$ cat config.mk
export PLATFORM = sky130hd
export DESIGN_NAME = mem_arbiter
export DESIGN_NICKNAME = d
export VERILOG_FILES = /design/src/rtl/mem_arbiter.sv
export SDC_FILE = /design/constraint.sdc
export NUM_CORES = 1
export LEC_CHECK = 0
export ABC_AREA = 1
export BUFFER_PORTS_ARGS = -buffer_cell sky130_fd_sc_hd__buf_2
export CAP_MARGIN = 20
export CORE_MARGIN = 10
export CORE_UTILIZATION = 44
export DETAILED_ROUTE_END_ITERATION = 8
export GPL_TIMING_DRIVEN = 0
export MAX_ROUTING_LAYER = met4
export PLACE_DENSITY = 0.76
export RECOVER_POWER = 50
export SETUP_SLACK_MARGIN = 0.4
export SYNTH_ARGS = -nofsm -noshare
export SYNTH_HDL_FRONTEND = slang
export SYNTH_SLANG_ARGS = --single-unit
$ cat constraint.sdc
create_clock -name clk -period 9.21 [get_ports clk]
set_input_delay 1.842 -clock clk [delete_from_list [all_inputs] [get_ports clk]]
set_output_delay 1.842 -clock clk [all_outputs]
set_load 0.01 [all_outputs]
$ cat src/rtl/mem_arbiter.sv
// Round-robin arbiter sharing one word-wide memory port between ICache refills
// and DCache refills/write-backs, each grant being one fixed-length line burst.
module mem_arbiter #(
  parameter int LINE_WORDS = 8,
  parameter int CNT_W      = 3
) (
  input  logic        clk,
  input  logic        rst,
  input  logic        i_req,
  input  logic [31:0] i_addr,
  output logic [31:0] i_rdata,
  output logic        i_rvalid,
  output logic        i_done,
  input  logic        d_req,
  input  logic        d_wr,
  input  logic [31:0] d_addr,
  input  logic [31:0] d_wdata,
  output logic        d_wdata_rd,
  output logic [31:0] d_rdata,
  output logic        d_rvalid,
  output logic        d_done,
  output logic        mem_req,
  output logic        mem_wr,
  output logic [31:0] mem_addr,
  output logic [31:0] mem_wdata,
  input  logic [31:0] mem_rdata,
  input  logic        mem_ack,
  output logic [1:0]  owner
);

  typedef enum logic [1:0] {
    IDLE  = 2'd0,
    BURST = 2'd1,
    DONE  = 2'd2
  } state_t;

  localparam int OFF_W = CNT_W + 2;
  localparam logic [CNT_W-1:0] CNT_LAST = CNT_W'(LINE_WORDS - 1);
  localparam logic [1:0] OWN_I = 2'b01;
  localparam logic [1:0] OWN_D = 2'b10;

  state_t           state;
  logic [CNT_W-1:0] cnt;
  logic             last_d;
  logic             grant_i;
  logic             grant_d;
  logic             unused_addr_bits;

  assign unused_addr_bits = ^{i_addr[OFF_W-1:0], d_addr[OFF_W-1:0]};

  // mem_wr is only ever set for a DCache write-back burst, so it qualifies both paths
  assign mem_wdata  = mem_wr ? d_wdata : 32'd0;
  assign d_wdata_rd = mem_wr & mem_ack;

  // Arbitration: a lone requester wins, a tie goes to whoever did not win last
  always_comb begin
    grant_i = 1'b0;
    grant_d = 1'b0;
    if (i_req && d_req) begin
      grant_i = last_d;
      grant_d = ~last_d;
    end else begin
      grant_i = i_req;
      grant_d = d_req;
    end
  end

  // Burst sequencer with all memory-side and cache-side status registered
  always_ff @(posedge clk or posedge rst) begin
    if (rst) begin
      state    <= IDLE;
      cnt      <= {CNT_W{1'b0}};
      last_d   <= 1'b0;
      owner    <= 2'b00;
      mem_req  <= 1'b0;
      mem_wr   <= 1'b0;
      mem_addr <= 32'd0;
      i_rdata  <= 32'd0;
      i_rvalid <= 1'b0;
      i_done   <= 1'b0;
      d_rdata  <= 32'd0;
      d_rvalid <= 1'b0;
      d_done   <= 1'b0;
    end else begin
      i_rvalid <= 1'b0;
      d_rvalid <= 1'b0;
      i_done   <= 1'b0;
      d_done   <= 1'b0;
      case (state)
        IDLE: begin
          if (grant_i || grant_d) begin
            state    <= BURST;
            cnt      <= {CNT_W{1'b0}};
            mem_req  <= 1'b1;
            owner    <= grant_d ? OWN_D : OWN_I;
            mem_wr   <= grant_d & d_wr;
            mem_addr <= grant_d ? {d_addr[31:OFF_W], {OFF_W{1'b0}}}
                                : {i_addr[31:OFF_W], {OFF_W{1'b0}}};
          end else begin
            state <= IDLE;
          end
        end
        BURST: begin
          if (mem_ack) begin
            cnt <= cnt + CNT_W'(1);
            if (!mem_wr) begin
              if (owner == OWN_I) begin
                i_rdata  <= mem_rdata;
                i_rvalid <= 1'b1;
              end else begin
                d_rdata  <= mem_rdata;
                d_rvalid <= 1'b1;
              end
            end
            if (cnt == CNT_LAST) begin
              state    <= DONE;
              mem_req  <= 1'b0;
              mem_wr   <= 1'b0;
              mem_addr <= 32'd0;
              i_done   <= (owner == OWN_I);
              d_done   <= (owner == OWN_D);
            end else begin
              mem_addr <= mem_addr + 32'd4;
            end
          end
        end
        DONE: begin
          last_d <= (owner == OWN_D);
          owner  <= 2'b00;
          state  <= IDLE;
        end
        default: begin
          state   <= IDLE;
          owner   <= 2'b00;
          mem_req <= 1'b0;
          mem_wr  <= 1'b0;
        end
      endcase
    end
  end

endmodule

-- Word-level counts from Yosys, hierarchy flattened
Index checks and enable logic that the tools add are counted.
- register bits after elaboration: 110
- bits of input ports: 134
- logic and storage cells: 78
- reductions and logical operators: 10
- equal/unequal tests: 8
- mux-type cells: 38
- bitwise logic cells: 7
- add/sub/neg operators: 2
- operator list (operator ; number):
    32-bit two-way mux ; 5
    32-bit case mux with 2 select lines ; 1
    32-bit by 3-bit adder with 32-bit output, second input constant ; 1
    1-bit two-way mux ; 21
    4-bit AND reduction ; 3
    2-bit two-way mux ; 4
    2-bit case mux with 2 select lines ; 2
    3-bit two-way mux ; 2
    2-bit != test, second input constant ; 3
    1-bit case mux with 3 select lines ; 2
    3-bit case mux with 2 select lines ; 1
    1-bit inverter ; 5
    2-bit by 1-bit == test with 1-bit output, second input constant ; 2
    2-bit == test, second input constant ; 2
    2-bit AND reduction ; 2
    3-bit by 1-bit adder with 3-bit output, second input constant ; 1
    3-bit == test, second input constant ; 1
    3-bit AND reduction ; 1
    1-bit bitwise AND ; 2
    2-bit logical NOT ; 1
    2-bit nonzero test ; 1
    1-bit logical AND ; 1
    1-bit logical OR ; 1

-- Longest topological paths before layout
Gate-level depths: netlist (run 1).
- word-level depth: 5
- depth in mapped cells: 10

-- Worst setup path after synthesis (run 1)
OpenSTA, ideal clock, no wires.
- kind: in2out
- start point: input port d_wdata[10]
- end point: output port mem_wdata[10]
- data required time: 7.368 ns
- arrival: 1.973 ns
- stages: 2
- path slack: 5.395 ns
- cell sequence: nand2_1 inv_1
- longest elaborated chain between the ends: 1
- RTL lines (item ; line ; text):
    start, declared ; 17 ; input logic [31:0] d_wdata,
    32-bit two-way mux ; 52 ; assign mem_wdata = mem_wr ? d_wdata : 32'd0;
    end, declared ; 25 ; output logic [31:0] mem_wdata,
No other way between the ends.

==> results of run 1 <==
-- how the worst max path moves through the flow --
stage	startpoint	endpoint	depth (start not counted)
after floorplan	rst	cnt[0]$_DFFE_PP0P_	1
after global placement	rst	state[0]$_DFFE_PP0P_	2
after detailed placement	mem_ack	d_wdata_rd	4
after CTS	mem_ack	d_wdata_rd	4
after global routing	rst	mem_addr[11]$_DFFE_PP0P_	3
final	rst	mem_addr[10]$_DFFE_PP0P_	3
-- layer usage --
metal / share of wire / up-vias
met4: 0.024 / 0
met2: 0.47 / 263
li1: - / 2903
met3: 0.076 / 34
met5: 0 / -
met1: 0.43 / 2691
-- state kept, by name (all words and copies together), names as in the netlist --
signal / count
d_rdata: 32
i_rdata: 32
mem_addr: 30
cnt: 3
owner: 2
state: 2
d_done: 1
d_rvalid: 1
i_done: 1
i_rvalid: 1
last_d: 1
mem_req: 1
mem_wr: 1
-- cells by family (layout without fill, tap and decap cells) --
| family | count (synthesis) | count (layout) |
|---|---|---|
| AO/OA/AOI/OAI | 88 | 88 |
| adder cells (fa/ha/maj) | 3 | 3 |
| buffers and inverters | 110 | 385 |
| flip-flops | 108 | 108 |
| multiplexers | 27 | 27 |
| other | 1 | 3 |
| AND/OR/NAND/NOR | 417 | 417 |
-- where the power goes --
part	internal (mW)	total [mW]	switching (mW)
Sequential	0.697	0.864	0.168
Combinational	0.453	1.15	0.698
Clock	0.221	0.419	0.198
Total	1.37	2.43	1.06
-- worst register-to-register path, cell delays in order (launching register included) --
cell and delay [ns]:
dfrtp_1 0.41, inv_1 0.09, nand2_2 0.08, inv_4 0.07
nand2_1 0.25, nor2_1 0.25, clkbuf_1 0.50, clkbuf_1 0.56
mux2_1 0.39
-- final cells by class --
class                           count  area share
Sequential cell                   108       0.360
Multi-Input combinational cell    537       0.335
Timing Repair Buffer              259       0.172
Inverter                           76      0.0385
Clock buffer                        9      0.0300
Tap cell                          172      0.0287
Buffer                             34      0.0213
Clock inverter                      7      0.0137
Antenna cell                        1    0.000334
-- layout by cell type, fill, tap and decap left out, drive strengths merged --
cell,instances
a21oi,31
a22oi,1
a31oi,4
and2,2
buf,271
bufinv,1
clkbuf,31
clkinv,3
clkinvlp,1
conb,2
dfrtp,108
diode,1
ha,3
inv,78
mux2,27
nand2,258
nand3,48
nand3b,1
nor2,102
nor3,4
nor4,1
o211ai,1
o21a,1
o21ai,43
o21bai,5
o31ai,2
or2,1
-- metrics by stage --
step	instance area, µm²	cells
global route	7500	1203
floorplan	5770	755
global placement	7280	1185
detailed placement	7310	1186
CTS	7640	1202
finish	7500	1203
==> results.ini, run 1 <==
[placed_design]
place.gp.congestion = 0.966
pre_cts_ws_ns = 5.13
portBuffers = 258
dp_hpwl_um = 15300

[setup_path]
ff2ff_path_depth = 8
crit_fanout = 62
reg2reg_to = d_rdata[7]$_DFFE_PP0P_
cp.arrival_ns = 5.44
startpoint_type = input pin
path_buf_inv = 3
reg2reg_slack_ns = 6.51
end_kind = asynchronous set/reset pin
cpPeakStageDelay_ns = 1.95
reg2reg_from = state[1]$_DFFE_PP0P_
critPathTopFamily = buffers and inverters
critical_path.slowest_cell = clkbuf_1
cp_cell_sequence = buf_2, clkinvlp_2, clkbuf_1
worstPathRequired_ns = 9.12
critPathKind = input pin to asynchronous set/reset pin

[sta]
setup_viol = 0
rsz0062_at_grt = false
finalHoldViolations = 0
worst_slack_ns = 3.67
relSlewSlack = -0.785
worst_pin_slew_ns = 2.66
max_freq_ghz = 0.181
min_period_ns = 5.54
fin_skew_ns = 0.00841
whs_ns = 0.470
finalMaxSlewViolations = 111
finalCritPeriodShare = 0.601
final.setup.tns_ns = 0

[route]
first_pass_iters = 5
drt_first_iter_violations = 454
vias_per_cell = 4.90
drt-total-wl_um = 19300
post_drt_wl_per_cell_um = 16.1
via_count = 5891
drc = 0
ant_nets = 0

[status]
status = finished with violations
violations = max-capacitance violations, max-slew violations

[global_routing]
grt-busiest-layer = met2
grt_use_total = 0.214
antenna_found_initial = 1
met2_usage = 0.344
gr-usage-met3 = 0.0464
first_global_vias = 5958
grt_max_degree = 63
grt-ovfl-total = 0
grt_pass1_wl_um = 30400
use_met1 = 0.261

[floorplan]
rows = 41
dieHeight_um = 135
die_w_um = 135
initial_core_util = 0.454
dieArea_um2 = 18100
io_pins = 271
coreArea_um2 = 12700

[logic_synthesis]
muxShareOfSynthArea = 0.0585
synthXorXnorAreaFrac = 0
synth_compound_area_frac = 0.0822
synth_cells = 754
syn_avg_cell_area_um2 = 7.65
synth.distinct_cells = 37
netlist_area_um2 = 5770
synth_area_leaders = dfrtp_1 (47%), nand2_1 (16%), nor2_1 (6.1%)
synth_async_sr_flop_share = 1.00
synth_top_cell_by_area = dfrtp_1
yosys_most_used_dff = dfrtp_1
yosysTopAreaCellShare = 0.468
synth_seq_cells = 108
ys_seq_area_frac = 0.468
synth_top_family_by_area = simple AND/OR/NAND/NOR gates
synthTopCellsByCount = nand2_1 (253), dfrtp_1 (108), nor2_1 (94)
synthAdderAreaFrac = 0.00650
yosysMostFrequentCell = nand2_1
synthSimpleGateAreaFrac = 0.299
ys_warn_count = 0
synth_edf_count = 0

[clock_network]
cts.clk_slew.worst_paths_ns = 0.08
cts.sinks = 108
cts_resized = 0
cts_hold_buf = 0
post_cts_buffers = 0
h-tree-depth = 3
cts_buffer_depth = 2
numCtsBuffers = 9
tritoncts = done
clk-insertion-delay-late_ns = 0.35
cts_root_buf = clkbuf_16

[hold_path]
hold_path_class = register to register
hold_start = i_rdata[12]$_DFFE_PP0P_
min_to = i_rdata[12]$_DFFE_PP0P_
whs_path_depth = 2

[layout]
nets = 1162
fillers = 1271
multi_input_area_um2 = 2510
drive_gt1_frac = 0.311
register_area_um2 = 2700
post-route-util = 0.590
syn2layout_area_growth_pct = 30.0

[power]
total_power_mw = 2.43
powerDensity_nw_per_um2 = 325
p_leak_nw = 4.25
vdd_drop_max_uv = 153

[run]
drv_cap = 2

Note: power is estimated with default switching activity, not from simulation.
==> inputs of run 2 (changes only) <==
Clock period 9.21 ns to 5.8 ns, I/O delays scaled along.
==> run 2 against run 1 <==
- the run still ends with max-capacitance violations, max-slew violations left
- register-to-register slack got worse by 3.4 ns
- worst setup slack lost 0.94 ns
- combinational power grew 59%
- critical endpoint is now d_rdata[7]$_DFFE_PP0P_
==> results.ini, run 2 (synthesis results as in run 1) <==
[clock_network]
cts_buffer_depth = 2  ; unchanged
numCtsBuffers = 9  ; unchanged
clk-insertion-delay-late_ns = 0.35  ; about the same
cts_root_buf = clkbuf_16
h-tree-depth = 3  ; unchanged
cts_resized = 0  ; unchanged
cts_hold_buf = 0  ; unchanged
cts.sinks = 108  ; unchanged
cts.clk_slew.worst_paths_ns = 0.08  ; about the same
tritoncts = done
post_cts_buffers = 0  ; unchanged

[sta]
fin_skew_ns = 0.00837  ; -0.0000449 ns
finalHoldViolations = 0  ; unchanged
final.setup.tns_ns = 0  ; unchanged
worst_pin_slew_ns = 2.77  ; +0.103 ns
finalMaxSlewViolations = 62  ; -44%
setup_viol = 0  ; unchanged
min_period_ns = 3.06
max_freq_ghz = 0.327
rsz0062_at_grt = false
relSlewSlack = -0.854  ; -0.0691
finalCritPeriodShare = 0.528

[layout]
top_regs = d_rdata x32, i_rdata x32, mem_addr x30
mostFrequentLayoutCells = buf_2 (266), nand2_1 (255), dfrtp_1 (108)
syn2layout_area_growth_pct = 30.4
fin_cells = 1203  ; unchanged
nets = 1162  ; unchanged
drive_gt1_frac = 0.312  ; +0.000971
final_common_cell = buf_2
design_area_um2 = 7530  ; +0.32%

[power]
p_leak_nw = 4.27  ; +0.27%
total_power_mw = 3.87  ; +59%
vdd_drop_max_uv = 243  ; +59%
powerDensity_nw_per_um2 = 514  ; +58%

[floorplan]
rows = 41  ; unchanged
io_pins = 271  ; unchanged
dieHeight_um = 135  ; unchanged
initial_core_util = 0.454  ; unchanged
die_w_um = 135  ; unchanged
coreArea_um2 = 12700  ; unchanged
dieArea_um2 = 18100  ; unchanged

[route]
post_drt_wl_per_cell_um = 16.0  ; about the same
first_pass_iters = 5  ; unchanged
drc = 0  ; unchanged
drt-total-wl_um = 19300  ; about the same
drt_first_iter_violations = 454  ; unchanged
via_count = 5893  ; +0.034%
vias_per_cell = 4.90  ; about the same
ant_nets = 0  ; unchanged

[global_routing]
antenna_found_initial = 1  ; unchanged
grt_use_total = 0.214  ; unchanged
grt_pass1_wl_um = 30400  ; unchanged
first_global_vias = 5958  ; unchanged
grt_max_degree = 63  ; unchanged
grt-ovfl-total = 0  ; unchanged

[setup_path]
critPathKind = input pin to register
crit_fanout = 10  ; -84%
cp.arrival_ns = 3.29  ; -2.15 ns
cpPeakStageDelay_ns = 0.55  ; -1.40 ns
ff2ff_path_depth = 8  ; unchanged
end_kind = register
critical_path.slowest_cell = clkbuf_1
cp_cell_sequence = clkbuf_1, nand2_1, nor2_1, clkbuf_1, clkbuf_1, mux2_1
startpoint_type = input pin
crit_path_frequent_cell = clkbuf_1
worstPathRequired_ns = 6.03  ; -3.09 ns

[placed_design]
placed_cells = 1186  ; unchanged
place.gp.congestion = 0.966  ; unchanged
placed_area_um2 = 7310  ; unchanged
dp_hpwl_um = 15300  ; unchanged
portBuffers = 258  ; unchanged

[status]
status = finished with violations
violations = max-capacitance violations, max-slew violations

[hold_path]
hold_path_class = register to register
whs_path_depth = 2  ; unchanged

[run]
drv_cap = 1  ; -1

[run 2: cell count changes in the layout (fill, tap and decap cells not counted), sizes merged]
cell,previous run,this run
clkbuf,31,30
buf,271,272
[run 2: metrics by stage]
step,worst slack (ns),util,hold slack [ns]
floorplan,1.79,-,0.448
global placement,0.423,0.572,0.448
detailed placement,3.08,0.575,0.453
CTS,3.08,0.600,0.472
global route,2.53,0.592,0.494
finish,2.74,0.592,0.468
[run 2: worst max-delay path: cells and delay by family]
kind | cells | cell delay [ns]
buffers and inverters | 3 | 1.20
multiplexers | 1 | 0.39
AND/OR/NAND/NOR | 2 | 0.53
[run 2: metal layers]
metal / vias up / GRT usage / routed length, µm
met5: - / - / 0
met4: 0 / 0.0750 / 460
met3: 34 / 0.0464 / 1490
met2: 267 / 0.344 / 9100
met1: 2689 / 0.261 / 8260
li1: 2903 / - / -
[run 2: final timing paths]
path                                          from                      end  slack [ns]
min                        i_rdata[12]$_DFFE_PP0P_  i_rdata[12]$_DFFE_PP0P_        0.47
max                                        mem_ack   d_rdata[7]$_DFFE_PP0P_        2.74
max in group asynchronous                      rst  d_rdata[16]$_DFFE_PP0P_        2.97
max reg2reg                   state[1]$_DFFE_PP0P_   d_rdata[7]$_DFFE_PP0P_        3.10
min in group asynchronous                      rst   d_rdata[7]$_DFFE_PP0P_        1.57
min reg2reg                i_rdata[12]$_DFFE_PP0P_  i_rdata[12]$_DFFE_PP0P_        0.47
[run 2: final cells by class]
| cell class | count | area [µm²] |
|---|---|---|
| diodes | 1 | 2.50 |
| well taps | 172 | 215 |
| flip-flops and latches | 108 | 2700 |
| clock inverters | 7 | 103 |
| clock buffers | 9 | 225 |
| fillers | 1267 | 5200 |
| multi-input cells | 537 | 2510 |
| plain buffers | 34 | 160 |
| inverters | 76 | 289 |
| repair buffers | 259 | 1320 |
[run 2: where the power goes]
group | internal [mW] | switching [mW]
sequential | 1.11 | 0.266
combinational | 0.721 | 1.11
clock | 0.351 | 0.314
==> inputs of run 3 (changes only) <==
Settings changed: ABC_AREA 1 to 0, CORE_UTILIZATION 44 to 42, PLACE_DENSITY 0.76 to 0.77.
Clock period 5.8 ns to 2.6 ns, I/O delays scaled along.
==> run 3 against run 2 <==
- the flow now finishes without violations
- sequential share of layout area up 1.2 points
- non-clock buffer count grew 2
- die area is 0.99% lower
- worst setup slack got worse by 2.3 ns
- critical path type is now register to register
- largest power group unchanged
==> results.ini, run 3 <==
[status]
status = complete, no violations

[setup_path]
critPathKind = register to register
critPathTopFamily = compound AO/OA/AOI/OAI gates
cpPeakStageDelay_ns = 0.45  ; -0.10 ns
path_buf_inv = 2  ; -1
cp.arrival_ns = 2.41  ; -0.88 ns
critical_path.slowest_cell = or3b_2
end_kind = register
crit_fanout = 10  ; unchanged
startpoint_type = register
worstPathRequired_ns = 2.87  ; -3.16 ns
cp_cell_sequence = ha_2, ha_4, or3b_2, clkbuf_8, buf_6, o32a_1, o22ai_1
reg2reg_slack_ns = 0.46  ; -2.64 ns

[logic_synthesis]
syn_avg_cell_area_um2 = 10.7  ; +40%
netlist_area_um2 = 5440  ; -5.7%
synthXorXnorAreaFrac = 0  ; unchanged
yosys_most_used_dff = dfrtp_1
synth_top_family_by_area = multiplexers
yosysMostFrequentCell = dfrtp_1
synthTopCellsByCount = dfrtp_1 (108), mux2_2 (65), and2_1 (34), nor2_1 (34), nand2_1 (32)
synth_edf_count = 0  ; unchanged
synth_seq_cells = 108  ; unchanged
ys_seq_area_frac = 0.496  ; +0.0281
synth_area_leaders = dfrtp_1 (50%), mux2_2 (13%), mux2i_1 (5.0%)
synthSimpleGateAreaFrac = 0.170  ; -0.129
synth.distinct_cells = 54  ; +46%
ys_warn_count = 0  ; unchanged
synth_top_cell_by_area = dfrtp_1
yosysTopAreaCellShare = 0.496  ; +0.0281
synth_cells = 509  ; -32%
synth_async_sr_flop_share = 1.00  ; unchanged
synthAdderAreaFrac = 0.00689  ; +0.000390
muxShareOfSynthArea = 0.184  ; +0.126
synth_compound_area_frac = 0.108  ; +0.0258

[clock_network]
cts.sinks = 108  ; unchanged
cts_buffer_depth = 2  ; unchanged
tritoncts = done
cts.clk_slew.worst_paths_ns = 0.08  ; about the same
h-tree-depth = 3  ; unchanged
numCtsBuffers = 9  ; unchanged
clk-insertion-delay-late_ns = 0.36  ; about the same
cts_root_buf = clkbuf_16

[layout]
drive_gt1_frac = 0.407  ; +0.0957
n_antenna_cell = 0  ; -1
mostFrequentLayoutCells = buf_2 (202), dfrtp_1 (106), clkbuf_1 (73)
final_common_cell = buf_2
post-route-util = 0.576  ; -0.0156
nets = 920  ; -21%
top_regs = d_rdata x32, i_rdata x32, mem_addr x30
multi_input_area_um2 = 2620  ; +4.4%
syn2layout_area_growth_pct = 34.1
design_area_um2 = 7300  ; -3.0%
register_area_um2 = 2710  ; about the same
fin_cells = 960  ; -20%
fillers = 1135  ; -10%

[floorplan]
coreArea_um2 = 12700  ; -0.40%
dieHeight_um = 134  ; -0.50%
die_w_um = 134  ; -0.50%
dieArea_um2 = 17900  ; -0.99%
initial_core_util = 0.430  ; -0.0239
io_pins = 271  ; unchanged
rows = 41  ; unchanged

[global_routing]
first_global_vias = 5220  ; -12%
grt_max_degree = 41  ; -35%
grt_use_total = 0.198  ; -0.0163
grt-ovfl-total = 0  ; unchanged
antenna_found_initial = 0  ; -1
grt_pass1_wl_um = 27700  ; -8.7%

[route]
ant_nets = 0  ; unchanged
via_count = 5099  ; -13%
drc = 0  ; unchanged
post_drt_wl_per_cell_um = 19.0  ; +19%
vias_per_cell = 5.31  ; +8.4%
first_pass_iters = 5  ; unchanged
drt-total-wl_um = 18300  ; -5.4%
drt_first_iter_violations = 431  ; -5.1%

[sta]
max_freq_ghz = 0.467
rsz0062_at_grt = true
worst_pin_slew_ns = 1.33  ; -1.43 ns
finalMaxSlewViolations = 0  ; -100%
setup_viol = 0  ; unchanged
finalHoldViolations = 0  ; unchanged
fin_skew_ns = 0.00839  ; +0.0000275 ns
finalCritPeriodShare = 0.823
whs_ns = 0.403  ; -0.0653 ns
relSlewSlack = 0.107  ; +0.961
min_period_ns = 2.14
final.setup.tns_ns = 0  ; unchanged
worst_slack_ns = 0.459  ; -2.28 ns

[hold_path]
hold_path_class = input pin to register

[power]
p_clk_frac = 0.187  ; +0.015
p_int_mw = 4.32  ; +98%
pwr-share-seq = 0.396  ; +0.041
p_sw_mw = 3.02  ; +79%
p_leak_nw = 3.56  ; -17%
pwr-share-comb = 0.416  ; -0.057
vdd_drop_max_uv = 665  ; +170%
powerDensity_nw_per_um2 = 1010  ; +96%
swShare = 0.412  ; -0.0251
total_power_mw = 7.35  ; +90%

[placed_design]
portBuffers = 258  ; unchanged
placed_cells = 942  ; -21%
dp_hpwl_um = 14000  ; -8.1%
pre_cts_ws_ns = 0.0631  ; -3.02 ns
place.gp.congestion = 0.911  ; -5.8%
placed_area_um2 = 7000  ; -4.3%

[run]
drv_cap = 0  ; -1

[run 3: changes by cell type after synthesis, moves of 13 or more]
cell	before	now
a21oi_1	31	17
and2_1	2	34
clkbuf_1	7	20
inv_1	74	12
mux2_2	18	65
mux2i_1	0	27
nand2_1	253	32
nand3_1	48	24
nor2_1	94	34
o21ai_0	39	26
[run 3: power by group through the flow]
stage | clock (mW) | combinational (mW) | sequential [mW]
finish | 1.38 | 3.06 | 2.91
global route | 1.47 | 3.35 | 3.00
CTS | 1.40 | 3.14 | 2.87
detailed placement | 0 | 3.09 | 2.89
global placement | 0 | 3.04 | 2.85
floorplan | 0 | 1.49 | 3.09
[run 3: layout make-up]
cell class,instances,area share
buffer,33,0.0243
clock buffer,9,0.0309
clock inverter,7,0.00943
inverter,12,0.00634
multi-input combinational,357,0.359
sequential,108,0.371
tap,172,0.0295
timing repair buffer,262,0.170
[run 3: logic make-up after synthesis]
family / Yosys count
and+or+nand+nor: 171
DFF: 108
muxes: 92
AOI/OAI and AO/OA: 89
buffers and inverters: 45
adders and majority gates: 3
other: 1
[run 3: path summary, 6_finish.rpt]
check | start | endpoint | depth (start not counted)
setup reg to reg | cnt[0]$_DFFE_PP0P_ | mem_addr[12]$_DFFE_PP0P_ | 7
setup / recovery | cnt[0]$_DFFE_PP0P_ | mem_addr[12]$_DFFE_PP0P_ | 7
hold / removal | mem_rdata[4] | d_rdata[4]$_DFFE_PP0P_ | 2
max in group asynchronous | rst | mem_addr[16]$_DFFE_PP0P_ | 3
min in group asynchronous | rst | d_rdata[21]$_DFFE_PP0P_ | 2
hold reg to reg | cnt[1]$_DFFE_PP0P_ | cnt[1]$_DFFE_PP0P_ | 2
[run 3: metal layers]
layer  part of all wire  GRT usage
met1               0.41      0.231
met2               0.49      0.317
met3              0.087     0.0672
met4              0.017     0.0593
met5                  0          -
[run 3: timing repair]
item                                    CTS  global route
endpoints found under the setup margin   85            58
gates resized for setup                  16            22
hold buffers                              0             0
setup buffers                             2             0
pin swaps                                 1             2
